===== src/rtl/bpf_sweep_pkg.sv =====
// Shared types for the band-pass filter sweep sequencer: FSM state encoding
// and the one-hot source-enable codes.
package bpf_sweep_pkg;

  typedef enum logic [2:0] {
    ST_IDLE   = 3'd0,
    ST_BIAS   = 3'd1,
    ST_SETTLE = 3'd2,
    ST_MEAS1  = 3'd3,
    ST_MEAS2  = 3'd4,
    ST_STEP   = 3'd5
  } state_e;

  localparam logic [1:0] SRC_OFF = 2'b00;
  localparam logic [1:0] SRC_P1  = 2'b01;
  localparam logic [1:0] SRC_P2  = 2'b10;

endpackage


===== src/rtl/bpf_sweep_sequencer_settle_timer.sv =====
// Loadable down-counter used to hold off measurements after a frequency
// change; stops at zero and flags it.
module settle_timer #(
  parameter int SET_W = 8
) (
  input  logic             clk,
  input  logic             rst,
  input  logic             load,
  input  logic [SET_W-1:0] value,
  output logic             zero
);

  logic [SET_W-1:0] cnt_q, cnt_d;

  always_comb begin
    cnt_d = cnt_q;
    if (load)              cnt_d = value;
    else if (cnt_q != '0)  cnt_d = cnt_q - 1'b1;
  end

  always_ff @(posedge clk or posedge rst) begin
    if (rst) cnt_q <= '0;
    else     cnt_q <= cnt_d;
  end

  assign zero = (cnt_q == '0);

endmodule


===== src/rtl/bpf_sweep_sequencer.sv =====
// Frequency sweep sequencer: steps the source index, settles, then measures
// port 1 and port 2 at each point. Optional DC bias stage: SWEEP_DC_BIAS_EN.
module bpf_sweep_sequencer
  import bpf_sweep_pkg::*;
#(
  parameter int IDX_W = 12,
  parameter int SET_W = 8
) (
  input  logic             clk,
  input  logic             rst,
  input  logic             start,
  input  logic             abort,
  input  logic [IDX_W-1:0] f_start,
  input  logic [IDX_W-1:0] f_stop,
  input  logic [IDX_W-1:0] f_step,
  input  logic [SET_W-1:0] settle,
  input  logic             meas_ack,
  input  logic             bias_ok,
  output logic [IDX_W-1:0] freq_idx,
  output logic [1:0]       src_en,
  output logic             meas_req,
  output logic             bias_en,
  output logic             busy,
  output logic             done,
  output logic             err
);

  state_e           state_q, state_d;
  logic [IDX_W-1:0] freq_q, freq_d;
  logic [IDX_W-1:0] stop_q, stop_d;
  logic [IDX_W-1:0] step_q, step_d;
  logic [SET_W-1:0] settle_q, settle_d;
  logic [1:0]       src_q, src_d;
  logic             req_q, req_d;
  logic             busy_q, busy_d;
  logic             done_q, done_d;
  logic             err_q, err_d;
  logic             tmr_load, tmr_zero;
  logic [SET_W-1:0] tmr_val;
  logic [IDX_W:0]   nxt;
`ifdef SWEEP_DC_BIAS_EN
  logic             bias_q, bias_d;
`else
  logic             unused_bias_ok;
  assign unused_bias_ok = bias_ok;
`endif

  settle_timer #(.SET_W(SET_W)) u_settle (
    .clk   (clk),
    .rst   (rst),
    .load  (tmr_load),
    .value (tmr_val),
    .zero  (tmr_zero)
  );

  // Extra carry bit so a step past the top of the index range ends the sweep.
  assign nxt = {1'b0, freq_q} + {1'b0, step_q};

  always_comb begin
    state_d  = state_q;
    freq_d   = freq_q;
    stop_d   = stop_q;
    step_d   = step_q;
    settle_d = settle_q;
    src_d    = src_q;
    req_d    = req_q;
    busy_d   = busy_q;
    done_d   = 1'b0;
    err_d    = 1'b0;
    tmr_load = 1'b0;
    tmr_val  = settle_q;
`ifdef SWEEP_DC_BIAS_EN
    bias_d   = bias_q;
`endif
    if (abort && state_q != ST_IDLE) begin
      state_d = ST_IDLE;
      busy_d  = 1'b0;
      src_d   = SRC_OFF;
      req_d   = 1'b0;
`ifdef SWEEP_DC_BIAS_EN
      bias_d  = 1'b0;
`endif
    end else begin
      case (state_q)
        ST_IDLE: begin
          if (start && !abort) begin
            if (f_step == '0 || f_start > f_stop) begin
              err_d = 1'b1;
            end else begin
              stop_d   = f_stop;
              step_d   = f_step;
              settle_d = settle;
              freq_d   = f_start;
              busy_d   = 1'b1;
`ifdef SWEEP_DC_BIAS_EN
              bias_d   = 1'b1;
              state_d  = ST_BIAS;
`else
              tmr_load = 1'b1;
              tmr_val  = settle;
              state_d  = ST_SETTLE;
`endif
            end
          end
        end
`ifdef SWEEP_DC_BIAS_EN
        ST_BIAS: begin
          if (bias_ok) begin
            tmr_load = 1'b1;
            state_d  = ST_SETTLE;
          end
        end
`endif
        ST_SETTLE: begin
          if (tmr_zero) begin
            src_d   = SRC_P1;
            req_d   = 1'b1;
            state_d = ST_MEAS1;
          end
        end
        ST_MEAS1: begin
          if (meas_ack) begin
            src_d   = SRC_P2;
            state_d = ST_MEAS2;
          end
        end
        ST_MEAS2: begin
          if (meas_ack) begin
            src_d   = SRC_OFF;
            req_d   = 1'b0;
            state_d = ST_STEP;
          end
        end
        ST_STEP: begin
          if (nxt[IDX_W] || nxt[IDX_W-1:0] > stop_q) begin
            done_d  = 1'b1;
            busy_d  = 1'b0;
            src_d   = SRC_OFF;
`ifdef SWEEP_DC_BIAS_EN
            bias_d  = 1'b0;
`endif
            state_d = ST_IDLE;
          end else begin
            freq_d   = nxt[IDX_W-1:0];
            tmr_load = 1'b1;
            state_d  = ST_SETTLE;
          end
        end
        default: state_d = ST_IDLE;
      endcase
    end
  end

  always_ff @(posedge clk or posedge rst) begin
    if (rst) begin
      state_q  <= ST_IDLE;
      freq_q   <= '0;
      stop_q   <= '0;
      step_q   <= '0;
      settle_q <= '0;
      src_q    <= SRC_OFF;
      req_q    <= 1'b0;
      busy_q   <= 1'b0;
      done_q   <= 1'b0;
      err_q    <= 1'b0;
`ifdef SWEEP_DC_BIAS_EN
      bias_q   <= 1'b0;
`endif
    end else begin
      state_q  <= state_d;
      freq_q   <= freq_d;
      stop_q   <= stop_d;
      step_q   <= step_d;
      settle_q <= settle_d;
      src_q    <= src_d;
      req_q    <= req_d;
      busy_q   <= busy_d;
      done_q   <= done_d;
      err_q    <= err_d;
`ifdef SWEEP_DC_BIAS_EN
      bias_q   <= bias_d;
`endif
    end
  end

  assign freq_idx = freq_q;
  assign src_en   = src_q;
  assign meas_req = req_q;
  assign busy     = busy_q;
  assign done     = done_q;
  assign err      = err_q;
`ifdef SWEEP_DC_BIAS_EN
  assign bias_en  = bias_q;
`else
  assign bias_en  = 1'b0;
`endif

endmodule


===== config.mk =====
export PLATFORM = sky130hd
export DESIGN_NAME = bpf_sweep_sequencer
export DESIGN_NICKNAME = d
export VERILOG_FILES = /design/src/rtl/bpf_sweep_pkg.sv /design/src/rtl/bpf_sweep_sequencer_settle_timer.sv /design/src/rtl/bpf_sweep_sequencer.sv
export SDC_FILE = /design/constraint.sdc
export NUM_CORES = 1
export LEC_CHECK = 0
export ABC_AREA = 0
export CAP_MARGIN = 30
export CORE_UTILIZATION = 45
export DETAILED_ROUTE_END_ITERATION = 12
export PLACE_DENSITY = 0.7
export SKIP_LAST_GASP = 1
export SYNTH_ARGS = -nofsm -noshare
export SYNTH_HDL_FRONTEND = slang
export SYNTH_SLANG_ARGS = --single-unit

===== constraint.sdc =====
create_clock -name clk -period 5.8 [get_ports clk]
set_input_delay 1.16 -clock clk [delete_from_list [all_inputs] [get_ports clk]]
set_output_delay 1.16 -clock clk [all_outputs]
set_load 0.03 [all_outputs]

=== Word-level counts from Yosys, hierarchy flattened ===
Cells that the tools add are included.

* Bitwise logic cells: 2
* $lt $le $gt $ge: 2
* Reduce and logical (&&, ||, !) cells: 21
* Add/sub/neg operators: 2
* Mux-type cells: 45
* Equality and inequality tests: 13

{| class="wikitable"
|+ Operators with widths
! kind !! number
|-
| $mux W8 || 6
|-
| $mux W12 || 3
|-
| $gt A12 B12 Y1 || 2
|-
| $pmux W12 S2 || 1
|-
| $mux W1 || 18
|-
| $mux W3 || 6
|-
| $ne A3 B3 Y1 const B || 6
|-
| $pmux W3 S5 || 1
|-
| $reduce_and A5 Y1 || 3
|-
| $add A12 B12 Y13 || 1
|-
| $logic_not A12 Y1 || 1
|-
| $mux W2 || 6
|-
| $reduce_bool A3 Y1 || 3
|-
| $logic_not A8 Y1 || 1
|-
| $pmux W2 S4 || 1
|-
| $reduce_and A4 Y1 || 2
|-
| $reduce_bool A8 Y1 || 1
|-
| $sub A8 B1 Y8 const B || 1
|-
| $eq A3 B2 Y1 const B || 2
|-
| $eq A3 B3 Y1 const B || 2
|-
| $ne A2 B2 Y1 const B || 3
|-
| $pmux W1 S2 || 3
|-
| $reduce_bool A5 Y1 || 1
|-
| $reduce_bool A2 Y1 || 2
|-
| other kinds (6) || 9
|}

* Output and inout bits: 19
* Input bits: 50
* Bits in registers: 61

=== Longest topological paths before layout ===
Gate-level depths: netlist of run 1.

* Depth in word-level cells: 7
* Depth in mapped cells: 18

=== Cells and area by module ===
A second synthesis of run 1 with hierarchy kept.

* Cells, all modules: 387
* Area, all modules: 3983.8 µm²

{| class="wikitable"
|+ By module, submodules not included
! module !! area an instance (µm²) !! sequential area each (µm²) !! times used !! cells each
|-
| bpf_sweep_sequencer || 3487.1 || 1326.3 || 1 || 331
|-
| settle_timer || 496.7 || 200.2 || 1 || 56
|}

=== Worst setup path before layout of run 1 ===
Ideal clock, no wire load.

* Path kind: register to register
* Start: register freq_q[0], in the netlist freq_idx[0]
* End: register u_settle.cnt_q[2]
* Required time: 5.663 ns
* Setup slack: 2.221 ns
* Library setup time: 0.137 ns
* Arrival time: 3.442 ns
* Clock period less this slack: 3.579 ns
* Cell stages (with the launch flop): 18
* Cells stage by stage: dfrtp_1 > ha_1 > inv_1 > fa_1 > nand2b_1 > a21o_1 > a21o_1 > nand2_1 > xnor2_1 > inv_1 > ha_1 > o21a_1 > a21oi_1 > o211ai_1 > o21a_1 > clkbuf_1 > o32ai_1 > a21oi_1

* Word-level cells in the longest chain between the ends: 7
* Elaborated cells between the ends (all ways): 8

{| class="wikitable"
|+ RTL lines
! what !! RTL line !! source
|-
| start: declaration || bpf_sweep_sequencer.sv:29 || <nowiki>logic [IDX_W-1:0] freq_q, freq_d;</nowiki>
|-
| start signal: assignment || bpf_sweep_sequencer.sv:171 || <nowiki>freq_q <= freq_d;</nowiki>
|-
| $add A12 B12 Y13 (*) || bpf_sweep_sequencer.sv:57 || <nowiki>assign nxt = {1'b0, freq_q} + {1'b0, step_q};</nowiki>
|-
| $gt A12 B12 Y1 || bpf_sweep_sequencer.sv:135 || <nowiki>if (nxt[IDX_W] || nxt[IDX_W-1:0] > stop_q) begin</nowiki>
|-
| $logic_or A1 B1 Y1 (*) || bpf_sweep_sequencer.sv:135 ||
|-
| $mux W1 (*) || bpf_sweep_sequencer.sv:135 ||
|-
| $pmux W1 S2 (*) || bpf_sweep_sequencer.sv:84 || <nowiki>case (state_q)</nowiki>
|-
| $mux W1 (*) || bpf_sweep_sequencer.sv:75 || <nowiki>if (abort && state_q != ST_IDLE) begin</nowiki>
|-
| $mux W8 or $reduce_bool A2 Y1 (tied branches) || n/a ||
|-
| end signal: assignment || bpf_sweep_sequencer_settle_timer.sv:23 || <nowiki>else cnt_q <= cnt_d;</nowiki>
|-
| end: declaration || bpf_sweep_sequencer_settle_timer.sv:13 || <nowiki>logic [SET_W-1:0] cnt_q, cnt_d;</nowiki>
|}

Every way passes the cells marked *; elsewhere a longest branch is shown, timed or not.
A chain may end at the register's enable or synchronous reset.

=== Worst setup path in the final report of run 1 ===
* Start: register freq_q[1], in the netlist freq_idx[1]
* End: register u_settle.cnt_q[1]

Same word-level chain as after synthesis.

==> results of run 1 <==
-- routing by layer --
layer	part of all wire [%]	GRT usage, %	routed length (um)	vias to the layer above
met5	0	0	0	-
met4	1.3	6.315	123	0
met3	4.6	4.676	454	12
met2	48	36.62	4746	86
met1	46	27.84	4464	1626
li1	-	-	-	1665
-- cell families after synthesis --
group / after synthesis / share of synthesized area [%]
adder cells (fa/ha/maj): 39 / 12.18
flip-flops: 61 / 37.53
buffers and inverters: 66 / 6.829
AND/OR/NAND/NOR: 91 / 11.44
XOR/XNOR: 17 / 3.660
other: 1 / 0.09219
multiplexers: 28 / 7.598
AO/OA/AOI/OAI: 123 / 20.67
-- critical path: stages (launching register included) --
cell	delay (ns)
dfrtp_1	0.40
ha_1	0.32
a211oi_1	0.40
o21a_1	0.24
o21ai_0	0.21
a21o_1	0.23
a21oi_1	0.16
xnor2_1	0.09
ha_1	0.30
o21a_1	0.12
a21oi_1	0.10
a21oi_1	0.21
o21a_1	0.66
nor2_2	0.22
a221o_1	0.39
-- through the flow --
stage          std cells  area [um2]
2_1_floorplan        426        4068
3_3_place_gp         585        4801
4_1_cts              601        4994
3_5_place_dp         585        4801
6_report             601        4994
5_1_grt              601        4994
-- cell type report --
class | instances | area, um2
Clock buffer | 12 | 145.1
Clock inverter | 4 | 47.55
Fill cell | 777 | 3727
Inverter | 47 | 178.9
Multi-Input combinational cell | 299 | 2270
Sequential cell | 61 | 1526
Tap cell | 108 | 135.1
Timing Repair Buffer | 70 | 690.7
-- power groups by stage --
| stage | Clock, uW | Combinational, uW | Sequential [uW] |
|---|---|---|---|
| floorplan | 0 | 1450 | 836 |
| global placement | 0 | 1920 | 779 |
| detailed placement | 0 | 2000 | 785 |
| CTS | 397 | 2010 | 779 |
| global route | 415 | 2260 | 808 |
| finish | 385 | 2030 | 780 |
-- placed cells by master (no fill, tap or decap), drive strengths merged, types with 4 or more instances in the layout --
cell type	instances
a211oi	5
a21o	6
a21oi	36
buf	4
clkbuf	12
clkdlybuf4s50	66
dfrtp	61
ha	38
inv	47
mux2	23
mux2i	5
nand2	30
nand3	4
nand4	6
nor2	19
nor2b	4
nor3	9
nor4	4
o211ai	7
o21a	6
o21ai	23
o32ai	12
xnor2	10
xor2	7
-- registers in the layout, summed over array words and instances (netlist names) --
register        cells
freq_idx           12
step_q             12
stop_q             12
settle_q            8
u_settle.cnt_q      8
state_q             3
src_en              2
busy                1
done                1
err                 1
meas_req            1
-- final timing paths --
check	slack [ns]	start	end	cells past startpoint
worst max-delay path	1.63	freq_idx[1]	u_settle.cnt_q[1]	14
worst min-delay path	0.48	settle_q[1]	settle_q[1]	1
worst max register to register	1.63	freq_idx[1]	u_settle.cnt_q[1]	14
worst min register to register	0.48	settle_q[1]	settle_q[1]	1
max in group asynchronous	3.91	rst	stop_q[11]	3
min in group asynchronous	1.37	rst	settle_q[3]	3
==> summary.md, run 1 <==
| Metric | Value |
|---|---|
| Core Util, Final | 57.26% |
| Commonest cells post-synth | dfrtp_1, inv_1, ha_1 |
| Yosys top cell by area | dfrtp_1 |
| Pint | 1690 uW |
| Max Freq | 239.9 MHz |
| Synth Cell Area | 4068 um2 |
| FF+latch count, synth | 61 |
| Routed Antenna Nets | 0 |
| Ranking of synthesized cells by area | dfrtp_1, ha_1, mux2_2 |
| Hold slack | 0.4813 ns |
| Clock root buffer | clkbuf_8 |
| Initial drt markers | 142 |
| Via count | 3389 |
| Post-synth EDFFs | 0 |
| Post-synthesis sequential area ratio | 37.53% |
| Post-route DRC | 0 |
| Headroom to the max-slew limit | 36.57% |
| Final Hold Viols | 0 |
| Clk slew on worst S/H paths | 0.07 ns |
| Port bufs | 66 |
| Vias in the first global route | 3425 |
| CTS resizes | 0 |
| Area grow syn2layout | 22.76% |
| Post-route clock period utilization | 71.87% |
| Count leader, synth | dfrtp_1 |
| Leak | 0.002212 uW |
| Hpwl dp | 7196 um |
| Gr usage total | 21.67% |
| Boundary Pins | 69 |
| Post-synth ARST share | 100.0% |
| Worst slew pin tran | 0.9485 ns |
| Critical path arrival | 4.39 ns |
| Vias/cell | 5.639 |
| Type of the worst min-delay path | reg2reg |
| Starting Density | 46.64% |
| Max cap viols | 0 |
| Gate Count Post-Synth | 426 |
| Synth top area share | 37.53% |
| Ys flop type | dfrtp_1 |
| Worst setup margin | 1.632 ns |
| Clock power share | 12.1% |
| RSZ-0062 raised after global routing | false |
| Slew Limit Fails | 0 |
| Status | completed |
| Diode count | 0 |
| Grt total ovfl | 0 |
| CTS Hold Buffers Added | 0 |
| Setup TNS | 0 ns |
| H-tree depth | 3 |
| Number of clock sinks | 61 |
| Power Density | 639.0 nW/um2 |
| Syn Nets | 515 |
| WL per Instance | 16.29 um |
| Avg Cell Area, Syn | 9.548 um2 |
| Total setup buffers inserted after CTS | 0 |
| Post-synthesis cell type count | 59 |
| Share of cells above drive strength 1 | 10.95% |
| Worst vdd ir | 0.0004621 V |
| Setup violators final | 0 |
| CP Class | reg2reg |
| Drt total wl | 9788 um |
| Type of origin of the critical path | register |
| CTS max path bufs | 2 |
| Die Span Y | 97.08 um |
| Core ar. | 8721 um2 |
| Pre-CTS WS | 1.429 ns |
| CTS Buf Count | 9 |
| Row count | 34 |
| Design Power | 3191 uW |
| Sw Pwr | 1501 uW |
| Final min period | 4.168 ns |
| Reg power frac | 24.5% |
| Largest net degree at the start of global routing | 62 |
| WP data required | 6.03 ns |
| CP Max Fanout | 15 |
| Skew-Pair Late Insertion Delay | 0.34 ns |
| NumNets Final | 577 |
| Logic gate share of total power | 63.5% |
| Sw Share | 47.05% |
| CTS tree | built |
| Yosys Warn Count | 0 |
| Pre-antenna DRT Iters | 4 |
| Crit end category | register |
| GP Congestion | 0.8266 |
| Die W | 97.08 um |
| Die area | 9424 um2 |
| Setup Skew | 0.007061 ns |
| First-pass GRT wire length | 16300 um |
| Initial antenna violation count | 0 |
Note: power is estimated with default switching activity, not from simulation.
==> run 2: changes to the inputs <==
Clock period 5.8 ns to 3.9 ns, I/O delays scaled along.
==> run 2 against run 1 <==
  * Sequential power rose by 50%
  * Non-clock buffer count increased by 5
  * Total power up 62%
  * Cell area increased by 2.6%
  * Global-route usage rose by 0.58 points
  * Via count increased by 1.1%
  * Maximum frequency increased by 14%
  * Flip-flop and latch count unchanged
  * Cell count rose by 0.83%
  * Core utilization is 1.5 points higher
  * Clock skew up 0.0039 ns
  * Die area unchanged
==> summary.md, run 2 (synthesis gave the netlist of run 1 again) <==
| Metric | Value |
|---|---|
| First-pass GRT wire length | 16780 um (was 16300 um) |
| Final Hold Viols | 0 (unchanged) |
| Design Area, Final | 5124 um2 (was 4994 um2) |
| Placement Cell Area | 4851 um2 (was 4801 um2) |
| Port bufs | 66 (unchanged) |
| Largest net degree at the start of global routing | 34 (was 62) |
| Critical path arrival | 3.89 ns (was 4.39 ns) |
| RSZ-0062 raised after global routing | false (unchanged) |
| Leak | 0.002273 uW (was 0.002212 uW) |
| Largest delay share family, worst path | compound AO/OA/AOI/OAI gates (unchanged) |
| Commonest cells after routing, fill and taps aside | clkdlybuf4s50_1, dfrtp_1, inv_1 (unchanged) |
| Type of origin of the critical path | register (unchanged) |
| Area grow syn2layout | 25.96% (was 22.76%) |
| Die W | 97.08 um (unchanged) |
| Setup violators final | 0 (unchanged) |
| CP Max Fanout | 8 (was 15) |
| Status | completed (unchanged) |
| Diode count | 0 (unchanged) |
| Post-route clock period utilization | 93.87% (was 71.87%) |
| Clock root buffer | clkbuf_8 (unchanged) |
| Row count | 34 (unchanged) |
| CTS Hold Buffers Added | 0 (unchanged) |
| Core Util, Final | 58.75% (was 57.26%) |
| Power Density | 1011 nW/um2 (was 639.0 nW/um2) |
| Vias in the first global route | 3586 (was 3425) |
| Headroom to the max-slew limit | 45.90% (was 36.57%) |
| Die area | 9424 um2 (unchanged) |
| GP Congestion | 0.8190 (was 0.8266) |
| Most used cell, CP | o211ai_1 |
| Max Freq | 273.2 MHz (was 239.9 MHz) |
| CTS tree | built (unchanged) |
| Reg-to-reg setup timing slack | 0.24 ns (was 1.63 ns) |
| CTS Buf Count | 9 (unchanged) |
| Grt total ovfl | 0 (unchanged) |
| Share of cells above drive strength 1 | 13.05% (was 10.95%) |
| Commonest non-fill, non-tap cell in the layout | clkdlybuf4s50_1 (unchanged) |
| Drt total wl | 10050 um (was 9788 um) |
| Worst slew pin tran | 0.8052 ns (was 0.9485 ns) |
| Slew Limit Fails | 0 (unchanged) |
| Number of clock sinks | 61 (unchanged) |
| Worst Min Path Start | settle_q[1] (unchanged) |
| Starting Density | 46.64% (unchanged) |
| Skew-Pair Late Insertion Delay | 0.35 ns (was 0.34 ns) |
| CTS max path bufs | 2 (unchanged) |
| Hold slack | 0.4851 ns (was 0.4813 ns) |
| CP max stage cell | fa_1 (was o21a_1) |
| Initial antenna violation count | 0 (unchanged) |
| Post-placement cell count | 590 (was 585) |
| Core ar. | 8721 um2 (unchanged) |
| Pre-antenna DRT Iters | 4 (unchanged) |
| Vias/cell | 5.652 (was 5.639) |
| Hpwl dp | 7600 um (was 7196 um) |
| R2R depth | 17 (was 14) |
| Max cap viols | 0 (unchanged) |
| H-tree depth | 3 (unchanged) |
| Boundary Pins | 69 (unchanged) |
| Slowest stage delay, CP | 0.39 ns (was 0.66 ns) |
| Fin cells | 606 (was 601) |
| NumNets Final | 582 (was 577) |
| Total setup buffers inserted after CTS | 0 (unchanged) |
| Setup TNS | 0 ns (unchanged) |
| Final min period | 3.661 ns (was 4.168 ns) |
| Worst vdd ir | 0.0004954 V (was 0.0004621 V) |
| WP data required | 4.13 ns (was 6.03 ns) |
| Hold depth | 1 (unchanged) |
| Hold Path Sink | settle_q[1] (unchanged) |
| WL per Instance | 16.58 um (was 16.29 um) |
| Die Span Y | 97.08 um (unchanged) |
| Initial drt markers | 129 (was 142) |
| Post-route DRC | 0 (unchanged) |
| Setup Skew | 0.01094 ns (was 0.007061 ns) |
| Type of the worst min-delay path | reg2reg (unchanged) |
| Clk slew on worst S/H paths | 0.07 ns (about the same) |
| Routed Antenna Nets | 0 (unchanged) |
| CP Class | reg2reg (unchanged) |
| Gr usage total | 22.25% (was 21.67%) |
| Reg-to-reg endpoint | u_settle.cnt_q[1] (unchanged) |
| Via count | 3425 (was 3389) |
| Worst path bufs/invs | 3 (was 0) |
| Reg-to-Reg Start | freq_idx[0] (was freq_idx[1]) |
| Critical-path cell list | ha_1 -> inv_1 -> fa_1 -> nand2b_1 -> a21o_1 -> a21o_1 -> nand2_1 -> xnor2_1 -> inv_1 -> ha_1 -> o21a_1 -> a21oi_2 -> o211ai_1 -> o211ai_1 -> o211ai_1 -> buf_4 -> a221o_1 (was ha_1 -> a211oi_1 -> o21a_1 -> o21ai_0 -> a21o_1 -> a21oi_1 -> xnor2_1 -> ha_1 -> o21a_1 -> a21oi_1 -> a21oi_1 -> o21a_1 -> nor2_2 -> a221o_1) |
| Crit end category | register (unchanged) |
## run 2: cell count changes in the layout (fill, tap and decap cells not counted), sizes merged
cell / delta
buf: +5
clkbuf: -1
bufinv: +2
clkinv: -1
## run 2: layer usage
layer	GRT usage [%]	wire length [um]	vias up
li1	-	-	1673
met1	27.01	4243	1637
met2	38.30	5003	97
met3	5.971	612	18
met4	7.118	187	0
met5	0	0	-
## run 2: worst max-delay path by stage
stage                         to  cells after the start  slack (ns)   startpoint
6_report       u_settle.cnt_q[1]                     17        0.24  freq_idx[0]
5_1_grt              freq_idx[1]                     17        0.03  freq_idx[0]
4_1_cts              freq_idx[5]                     15        0.10  freq_idx[1]
3_5_place_dp         freq_idx[5]                     15        0.13  freq_idx[1]
3_3_place_gp         freq_idx[1]                     15        0.23  freq_idx[1]
2_1_floorplan  u_settle.cnt_q[2]                     17        0.32  freq_idx[0]
## run 2: layout make-up
type                       count  area (um2)
clock inverter                 5       106.4
tap                          108       135.1
clock buffer                  11       151.4
multi-input combinational    299        2285
fill                         747        3597
timing repair buffer          75       740.7
sequential                    61        1526
inverter                      47       178.9
## run 2: what timing repair did
action,CTS,global route
endpoints found under the hold margin,0,0
gates resized for setup,0,5
endpoints found under the setup margin,0,21
## run 2: per-stage QoR
stage | setup slack [ns] | power, uW
4_1_cts | 0.1011 | 5101
6_report | 0.2391 | 5179
2_1_floorplan | 0.3210 | 3395
3_3_place_gp | 0.2256 | 4228
3_5_place_dp | 0.1339 | 4346
5_1_grt | 0.02788 | 5627
## run 2: report_power, final
| part | switching (uW) | leakage [uW] | internal, uW |
|---|---|---|---|
| registers | 238 | 0.000734 | 929 |
| clock network | 268 | 0.000126 | 461 |
| logic | 1820 | 0.00141 | 1470 |
| total | 2320 | 0.00227 | 2860 |
## run 2: worst register-to-register path, delay by kind of cell (launching register included)
family / cells / cell delay, ns
AO/OA/AOI/OAI: 8 / 1.54
XOR/XNOR: 1 / 0.15
adder cells (fa/ha/maj): 3 / 0.89
buffers and inverters: 3 / 0.33
flip-flops: 1 / 0.37
AND/OR/NAND/NOR: 2 / 0.25
==> run 3: changes to the inputs <==
--- a/config.mk
+++ b/config.mk
@@ -9,5 +9,5 @@
 export CAP_MARGIN = 30
-export CORE_UTILIZATION = 45
+export CORE_UTILIZATION = 54
 export DETAILED_ROUTE_END_ITERATION = 12
-export PLACE_DENSITY = 0.7
+export PLACE_DENSITY = 0.82
 export SKIP_LAST_GASP = 1
--- a/constraint.sdc
+++ b/constraint.sdc
@@ -3,2 +3,2 @@
 set_output_delay 0.78 -clock clk [all_outputs]
-set_load 0.03 [all_outputs]
+set_load 0.005 [all_outputs]
==> run 3 against run 2 <==
  * Combinational power shrank 4%
  * First-iteration DRC count rose by 74%
  * Maximum frequency fell by 2.0%
  * Total power fell by 5.3%
  * Core utilization grew 12 points
  * Via count grew 4.2%
  * Global-route usage up 6.1 points
  * Sequential share of layout area grew 0.073 points
  * Register-to-register slack got worse by 0.07 ns
  * Routed wire length is 3.4% higher
==> summary.md, run 3 (synthesis gave the netlist of run 1 again) <==
| Metric | Value |
|---|---|
| Port bufs | 66 (unchanged) |
| Clock root buffer | clkbuf_8 (unchanged) |
| Worst slew pin tran | 0.8216 ns (was 0.8052 ns) |
| Power Density | 959.3 nW/um2 (was 1011 nW/um2) |
| Setup violators final | 0 (unchanged) |
| Final min period | 3.734 ns (was 3.661 ns) |
| Pre-antenna DRT Iters | 5 (was 4) |
| First-pass GRT wire length | 16750 um (was 16780 um) |
| Vias in the first global route | 3591 (was 3586) |
| Starting Density | 56.08% (was 46.64%) |
| WL per Instance | 17.24 um (was 16.58 um) |
| Setup Skew | 0.01031 ns (was 0.01094 ns) |
| Routed Antenna Nets | 0 (unchanged) |
| CTS Buf Count | 9 (unchanged) |
| Worst setup margin | 0.1660 ns (was 0.2391 ns) |
| CTS Hold Buffers Added | 0 (unchanged) |
| Reg-to-reg endpoint | freq_idx[4] (was u_settle.cnt_q[1]) |
| Type of origin of the critical path | register (unchanged) |
| Hold slack | 0.5067 ns (was 0.4851 ns) |
| Hold depth | 1 (unchanged) |
| Gr usage total | 28.40% (was 22.25%) |
| Initial antenna violation count | 0 (unchanged) |
| Max cap viols | 0 (unchanged) |
| Type of the worst min-delay path | reg2reg (unchanged) |
| Commonest non-fill, non-tap cell in the layout | clkdlybuf4s50_1 (unchanged) |
| Slew Limit Fails | 0 (unchanged) |
| R2R depth | 19 (was 17) |
| Fillers | 576 (was 747) |
| Die W | 88.79 um (was 97.08 um) |
| Vias/cell | 5.920 (was 5.652) |
| Reg-to-reg setup timing slack | 0.17 ns (was 0.24 ns) |
| GP Congestion | 0.8243 (was 0.8190) |
| Hpwl dp | 7583 um (was 7600 um) |
| Die Span Y | 88.79 um (was 97.08 um) |
| Die area | 7884 um2 (was 9424 um2) |
| Crit end category | register (unchanged) |
| Critical path arrival | 4.01 ns (was 3.89 ns) |
| CP Class | reg2reg (unchanged) |
| Design Power | 4903 uW (was 5179 uW) |
| Drt total wl | 10390 um (was 10050 um) |
| Boundary Pins | 69 (unchanged) |
| H-tree depth | 3 (unchanged) |
| Grt total ovfl | 0 (unchanged) |
| CP Max Fanout | 7 (was 8) |
| Pre-CTS WS | 0.04376 ns (was 0.1339 ns) |
| Row count | 31 (was 34) |
| Largest net degree at the start of global routing | 35 (was 34) |
| Status | completed (unchanged) |
| Post-route DRC | 0 (unchanged) |
| Worst vdd ir | 0.0005773 V (was 0.0004954 V) |
| Area grow syn2layout | 25.65% (was 25.96%) |
| Share of cells above drive strength 1 | 14.68% (was 13.05%) |
| Headroom to the max-slew limit | 44.81% (was 45.90%) |
| Register area | 1526 um2 (unchanged) |
| WP data required | 4.17 ns (was 4.13 ns) |
| Initial drt markers | 224 (was 129) |
| Max Freq | 267.8 MHz (was 273.2 MHz) |
| Reg-to-Reg Start | freq_idx[0] (unchanged) |
| CTS max path bufs | 2 (unchanged) |
| Hold Path Sink | meas_req (was settle_q[1]) |
| Commonest cells after routing, fill and taps aside | clkdlybuf4s50_1, dfrtp_1, inv_1 (unchanged) |
| Number of clock sinks | 61 (unchanged) |
| Post-route clock period utilization | 95.74% (was 93.87%) |
| CTS tree | built (unchanged) |
| Leak | 0.002278 uW (was 0.002273 uW) |
| Core Util, Final | 70.47% (was 58.75%) |
| Via count | 3570 (was 3425) |
| Diode count | 0 (unchanged) |
| NumNets Final | 589 (was 582) |
| Skew-Pair Late Insertion Delay | 0.35 ns (about the same) |
| Multi-input gate area | 2301 um2 (was 2285 um2) |
| Clk slew on worst S/H paths | 0.07 ns (about the same) |
| Worst Min Path Start | meas_req (was settle_q[1]) |
| Core ar. | 7253 um2 (was 8721 um2) |
| Final Hold Viols | 0 (unchanged) |
-- run 3: cell count changes in the layout (fill, tap and decap cells not counted), sizes merged --
cell	before	now
buf	9	16
clkinv	1	2
bufinv	3	1
-- run 3: routing by layer --
layer	track usage, %	part of all wire [%]	wire length [um]	vias to the layer above
li1	-	-	-	1689
met1	34.56	41	4251	1737
met2	49.86	51	5318	117
met3	4.664	5.6	580	27
met4	11.88	2.3	242	0
met5	0	0	0	-
-- run 3: power by group --
part / internal, uW / switching [uW]
clock network: 324 / 256
logic: 1430 / 1730
registers: 930 / 240
total: 2680 / 2220
-- run 3: final cells by class --
class	count	share of cell area (%)
Clock buffer	11	2.962
Clock inverter	4	0.9302
Inverter	47	3.501
Multi-Input combinational cell	299	45.02
Sequential cell	61	29.87
Tap cell	99	2.424
Timing Repair Buffer	82	15.30
-- run 3: how the worst max path moves through the flow --
stage	startpoint	endpoint	slack, ns
floorplan	freq_idx[0]	u_settle.cnt_q[2]	0.52
global placement	freq_idx[1]	u_settle.cnt_q[3]	0.20
detailed placement	freq_idx[1]	u_settle.cnt_q[4]	0.04
CTS	freq_idx[0]	freq_idx[10]	0.09
global route	freq_idx[0]	freq_idx[5]	-0.01
finish	freq_idx[0]	freq_idx[4]	0.17
-- run 3: stage by stage --
| step | setup TNS [ns] | area [um2] | cells |
|---|---|---|---|
| 2_1_floorplan | 0 | 4068 | 426 |
| 3_3_place_gp | 0 | 4820 | 580 |
| 3_5_place_dp | 0 | 4820 | 580 |
| 4_1_cts | 0 | 5024 | 595 |
| 5_1_grt | -0.02854 | 5111 | 603 |
| 6_report | 0 | 5111 | 603 |
-- run 3: critical path: stages (launching register included) --
cell and delay, ns:
dfrtp_1 0.38, ha_2 0.19, inv_1 0.06, fa_2 0.34
nand2b_1 0.17, a21o_1 0.23, a21o_1 0.17, nand2_1 0.11
xnor2_2 0.14, inv_1 0.08, ha_1 0.20, a211o_1 0.28
a21oi_2 0.16, o211ai_1 0.14, o211ai_1 0.22, o211ai_1 0.17
buf_6 0.18, buf_2 0.16, buf_4 0.14, a21oi_1 0.13
-- run 3: repair_timing --
item,in CTS,in global routing
buffers inserted,0,8
setup endpoints to repair,13,18
endpoints found under the hold margin,0,0
gates resized for setup,2,8
pin swaps,0,7
